**src/rtl/rs_alu_scheduler.sv**
```systemverilog
// ALU reservation-station control: owns busy bits and an age matrix, allocates up to two free entries per cycle,
// issues the oldest ready entry with zero-cycle select; dispatch back-pressured via dp_allocatable_o, issue gated by exe_ready_i.
module rs_alu_scheduler #(
  parameter int ENTRY_NUM = 8,
  parameter int ENTRY_SEL = 3
) (
  input  logic                 clk_i,
  input  logic                 reset_n_i,
  input  logic                 dp_valid_i,
  input  logic [1:0]           dp_num_i,
  output logic                 dp_allocatable_o,
  output logic                 dp_accept_o,
  output logic [ENTRY_SEL-1:0] dp_sel_1_o,
  output logic [ENTRY_SEL-1:0] dp_sel_2_o,
  output logic [ENTRY_NUM-1:0] entry_we_o,
  output logic [ENTRY_NUM-1:0] entry_busy_o,
  input  logic [ENTRY_NUM-1:0] entry_ready_i,
  input  logic                 exe_ready_i,
  output logic                 issue_valid_o,
  output logic [ENTRY_SEL-1:0] issue_sel_o,
  output logic [ENTRY_SEL:0]   free_cnt_o,
  input  logic                 kill_i
);

  logic [ENTRY_NUM-1:0]                busy_q;
  logic [ENTRY_NUM-1:0][ENTRY_NUM-1:0] age_q;
  logic [ENTRY_NUM-1:0][ENTRY_NUM-1:0] age_d;
  logic [ENTRY_NUM-1:0]                cand;
  logic [ENTRY_NUM-1:0]                is_oldest;
  logic [ENTRY_NUM-1:0]                we;
  logic [ENTRY_NUM-1:0]                issue_clr;
  logic [ENTRY_SEL:0]                  free_cnt;
  logic [ENTRY_SEL-1:0]                sel1;
  logic [ENTRY_SEL-1:0]                sel2;
  logic [ENTRY_SEL-1:0]                isel;
  logic                                found1;
  logic                                found2;
  logic                                found_old;
  logic                                num_ok;
  logic                                alloc;
  logic                                accept;
  logic                                issue_vld;

  // Allocation looks only at registered busy, so an entry issued this cycle is not reused until next cycle.
  always_comb begin
    free_cnt = '0;
    sel1     = '0;
    sel2     = '0;
    found1   = 1'b0;
    found2   = 1'b0;
    for (int i = 0; i < ENTRY_NUM; i++) begin
      free_cnt = free_cnt + {{ENTRY_SEL{1'b0}}, ~busy_q[i]};
      if (!busy_q[i]) begin
        if (!found1) begin
          sel1   = ENTRY_SEL'(i);
          found1 = 1'b1;
        end else if (!found2) begin
          sel2   = ENTRY_SEL'(i);
          found2 = 1'b1;
        end
      end
    end
  end

  assign num_ok = (dp_num_i == 2'd1) || (dp_num_i == 2'd2);
  assign alloc  = free_cnt >= {{(ENTRY_SEL-1){1'b0}}, dp_num_i};
  assign accept = dp_valid_i & alloc & num_ok & ~kill_i;

  always_comb begin
    we = '0;
    if (accept) begin
      we[sel1] = 1'b1;
      if (dp_num_i == 2'd2) we[sel2] = 1'b1;
    end
  end

  // An entry is oldest when no other candidate claims to be older than it.
  assign cand = entry_ready_i & busy_q;

  always_comb begin
    is_oldest = '0;
    for (int i = 0; i < ENTRY_NUM; i++) begin
      logic older;
      older = 1'b0;
      for (int j = 0; j < ENTRY_NUM; j++) begin
        older = older | (cand[j] & age_q[j][i]);
      end
      is_oldest[i] = cand[i] & ~older;
    end
  end

  always_comb begin
    isel      = '0;
    found_old = 1'b0;
    for (int i = 0; i < ENTRY_NUM; i++) begin
      if (is_oldest[i] && !found_old) begin
        isel      = ENTRY_SEL'(i);
        found_old = 1'b1;
      end
    end
  end

  assign issue_vld = exe_ready_i & (|cand) & ~kill_i;

  always_comb begin
    issue_clr = '0;
    if (issue_vld) issue_clr[isel] = 1'b1;
  end

  // A written entry gets its whole row and column rewritten; busy survivors become older than it.
  always_comb begin
    age_d = age_q;
    for (int k = 0; k < ENTRY_NUM; k++) begin
      if (we[k]) begin
        for (int j = 0; j < ENTRY_NUM; j++) begin
          if (j != k) begin
            age_d[j][k] = busy_q[j] & ~we[j];
            age_d[k][j] = 1'b0;
          end
        end
      end
    end
    if (accept && (dp_num_i == 2'd2)) begin
      age_d[sel1][sel2] = 1'b1;
      age_d[sel2][sel1] = 1'b0;
    end
  end

  always_ff @(posedge clk_i or negedge reset_n_i) begin
    if (!reset_n_i) begin
      busy_q <= '0;
      age_q  <= '0;
    end else if (kill_i) begin
      busy_q <= '0;
      age_q  <= '0;
    end else begin
      busy_q <= (busy_q & ~issue_clr) | we;
      age_q  <= age_d;
    end
  end

  assign dp_allocatable_o = alloc;
  assign dp_accept_o      = accept;
  assign dp_sel_1_o       = sel1;
  assign dp_sel_2_o       = sel2;
  assign entry_we_o       = we;
  assign entry_busy_o     = busy_q;
  assign issue_valid_o    = issue_vld;
  assign issue_sel_o      = isel;
  assign free_cnt_o       = free_cnt;

endmodule

```
**config.mk**
```make
export PLATFORM = sky130hd
export DESIGN_NAME = rs_alu_scheduler
export DESIGN_NICKNAME = d
export VERILOG_FILES = /design/src/rtl/rs_alu_scheduler.sv
export SDC_FILE = /design/constraint.sdc
export NUM_CORES = 1
export LEC_CHECK = 0
export ABC_AREA = 0
export BUFFER_PORTS_ARGS = -buffer_cell sky130_fd_sc_hd__buf_2
export CORE_UTILIZATION = 28
export CTS_BUF_LIST = sky130_fd_sc_hd__clkbuf_2 sky130_fd_sc_hd__clkbuf_4 sky130_fd_sc_hd__clkbuf_8
export DETAILED_ROUTE_END_ITERATION = 10
export HOLD_SLACK_MARGIN = 0.02
export PLACE_DENSITY = 0.52
export SLEW_MARGIN = 30
export SYNTH_ARGS = -nofsm -noshare
export SYNTH_HDL_FRONTEND = slang
export SYNTH_SLANG_ARGS = --single-unit
export TNS_END_PERCENT = 5
```
**constraint.sdc**
```tcl
create_clock -name clk_i -period 7.7 [get_ports clk_i]
set_clock_uncertainty 0.05 [all_clocks]
set_input_delay 0 -clock clk_i [delete_from_list [all_inputs] [get_ports clk_i]]
set_output_delay 0 -clock clk_i [all_outputs]
set_load 0.02 [all_outputs]
```
==> impl_metrics.csv <==
group,metric,value,unit
sta,max_slew_margin,0.451,
run_status,outcome,"finished with violations",
sta,max_slew.worst_pin.slew,0.821,ns
power_and_ir_drop,pwr-share-clk,0.390,
sta,rsz0062_at_grt,"no",
sta,final-max-slew-violation-count,0,
power_and_ir_drop,pwr-share-comb,0.140,
logic_synthesis,avgSynthCellArea,8.87,µm²
place,place_congestion,0.898,
sta,fin_ws,1.76,ns
place,dp_cells,828,
global_route,grt_max_degree,73,
route,first_pass_iters,8,
clock_network,clockBufferDepth,2,
worst_setup_path,path_max_fanout,15,
place,place_ws,1.81,ns
worst_setup_path,cpPeakStageDelay,0.69,ns
clock_network,cts_resized,0,
run,cap_violations,0,
worst_setup_path,crit_path_top_delay_cell,"dfrtp_1",
hold_path,hp-class,"in -> async",
logic_synthesis,yosysWarnings,0,
logic_synthesis,synth_mux_area_frac,0.0480,
global_route,grt_pass1_wl,30900,µm
sta,hold_slack,0.154,ns
sta,hold_viol_final,0,
final_layout,diodes,0,
global_route,grt_pass1_vias,5111,
die,start_util,0.288,
worst_setup_path,reg2reg_slack,1.76,ns
clock_network,clk_pin_slew,0.08,ns
die,die_h,138,µm
logic_synthesis,synth-edff-count,0,
global_route,grt-ovfl-total,0,
route,wire_per_inst,23.5,µm
final_layout,drive_gt1_frac,0.183,
place,dpl-instance-area,5570,µm²
power_and_ir_drop,p_total,0.812,mW
logic_synthesis,synth_cells,588,
die,die_x,138,µm
worst_setup_path,crit_path_frequent_cell,"fa_1",
logic_synthesis,synth_compound_area_frac,0.270,
power_and_ir_drop,p_int,0.568,mW
place,numPortBuffers,46,
final_layout,post-route-util,0.319,
power_and_ir_drop,p_switching,0.244,mW
route,ant_nets,0,
logic_synthesis,synth-xor-area-share,0.00168,
sta,setup_tns,0,ns
die,core,18100,µm²
final_layout,final_cells,845,
worst_setup_path,path_class,"reg -> reg",
worst_setup_path,endpoint_kind,"register",
final_layout,final_common_cell,"dfrtp_1",
clock_network,clockRootBuffer,"clkbuf_8",
power_and_ir_drop,switching_share,0.301,
route,remaining_drc_errors,10,
worst_setup_path,crit_path_cell_trace,"fa_1, fa_1, fa_1, inv_1, ha_1, fa_1, ha_1, a221o_1, o21ai_1, inv_1, nand2_1, o31a_1, inv_2, o41a_1",
route,first_iter_violations,577,
global_route,antenna_found_initial,0,
logic_synthesis,yosysSeqAreaShare,0.345,
logic_synthesis,ys_types,82,
clock_network,cts_buffers,9,
clock_network,post_cts_buffers,0,
logic_synthesis,ys.flop_type,"dfrtp_1",
clock_network,htree_levels,3,
logic_synthesis,synth_top_family_by_area,"compound AO/OA/AOI/OAI gates",
die,ios,47,
clock_network,cts_tree,"done",
clock_network,ctsHoldBuffers,1,
worst_setup_path,crit_arrival,6.14,ns
sta,min_period_over_period,0.772,
route,vias_per_cell,6.01,
final_layout,area_growth,10.8,%
logic_synthesis,synthSimpleGateAreaFrac,0.219,
logic_synthesis,ys_ff_latch,72,
final_layout,fin_area,5780,µm²
worst_setup_path,worst_ep_required_time,7.89,ns
sta,period_needed,5.94,ns
logic_synthesis,async_flop_share,1.00,
global_route,grt_usage,0.213,
worst_setup_path,cp-start-kind,"register",
logic_synthesis,syn_area,5220,µm²
power_and_ir_drop,pwr-share-seq,0.470,
place,hpwl,14100,µm
logic_synthesis,synthAdderAreaFrac,0.0456,
power_and_ir_drop,p_leak,2.63,nW
clock_network,clkSinkCount,72,
power_and_ir_drop,ir_drop,72.5,µV
sta,max_freq,168,MHz
route,vias,5082,
clock_network,clk_latency,0.38,ns
route,totalWireLength,19800,µm
die,rows,49,
sta,setup_viol,0,
final_layout,final_net_count,641,
die,dieArea,19200,µm²
final_layout,layout_common_cells,"72 x dfrtp_1, 52 x nand2_1, 45 x buf_2",
power_and_ir_drop,pwr_density_cell,141,nW/µm²
logic_synthesis,syn_nets,618,
run_status,violations,"DRC",
state kept, by name (all words and copies together) (netlist names):
signal and count:
age_q 64, entry_busy_o 8
cells in the mapped netlist, types with 7 or more instances:
master	n	share of area
a211oi_1	10	0.014
and2_1	7	0.0084
a21oi_1	41	0.039
nand2_1	52	0.037
nand3_1	37	0.036
buf_2	12	0.012
nor2_1	29	0.021
buf_1	7	0.0050
o22ai_1	10	0.012
ha_1	11	0.026
o21ai_0	22	0.021
nand4_1	17	0.020
and3_1	13	0.016
mux2i_1	25	0.048
nor3_1	13	0.012
dfrtp_1	72	0.35
nor2b_1	9	0.011
clkbuf_1	14	0.010
inv_1	25	0.018
nand2b_1	11	0.013
worst max-delay path, delay by kind of cell (launching register included):
family	cells	cell delay, ns
fa+ha+maj	6	2.51
flops	1	0.69
compound gates	4	1.81
simple gates	1	0.14
buf+inv	3	0.59
kinds of logic after synthesis:
family,Yosys count
AOI/OAI and AO/OA,180
adders and majority gates,17
xor gates and xnor gates,1
DFF,72
buffers and inverters,76
and+or+nand+nor,217
muxes,25
power groups by stage:
| stage | combinational (mW) | clock [mW] | sequential [mW] |
|---|---|---|---|
| 2_1_floorplan | 0.0701 | 0 | 0.390 |
| 3_3_place_gp | 0.111 | 0 | 0.389 |
| 3_5_place_dp | 0.112 | 0 | 0.389 |
| 4_1_cts | 0.113 | 0.318 | 0.382 |
| 5_1_grt | 0.122 | 0.337 | 0.382 |
| 6_report | 0.114 | 0.317 | 0.382 |
per-layer routing:
layer / vias up / part of all wire / global-route usage
met3: 51 / 0.088 / 0.0475
met5: - / 0 / 0
met2: 291 / 0.44 / 0.323
li1: 2232 / - / -
met4: 0 / 0.032 / 0.0946
met1: 2508 / 0.44 / 0.290
area by class of cell:
cell class / instances / area (µm²)
clock inverters: 6 / 58.8
well taps: 229 / 287
repair buffers: 58 / 329
clock buffers: 10 / 138
flip-flops and latches: 72 / 1800
multi-input cells: 440 / 3050
inverters: 30 / 113
fillers: 1891 / 12300
final timing paths:
check / startpoint / end / cells past startpoint
max: entry_busy_o[1] / entry_busy_o[0] / 14
max reg2reg: entry_busy_o[1] / entry_busy_o[0] / 14
min: reset_n_i / age_q[18] / 2
min in group clk_i: kill_i / age_q[46] / 3
max in group asynchronous: reset_n_i / entry_busy_o[7] / 2
min reg2reg: age_q[45] / age_q[45] / 1
(Power assumes the default switching activity.)
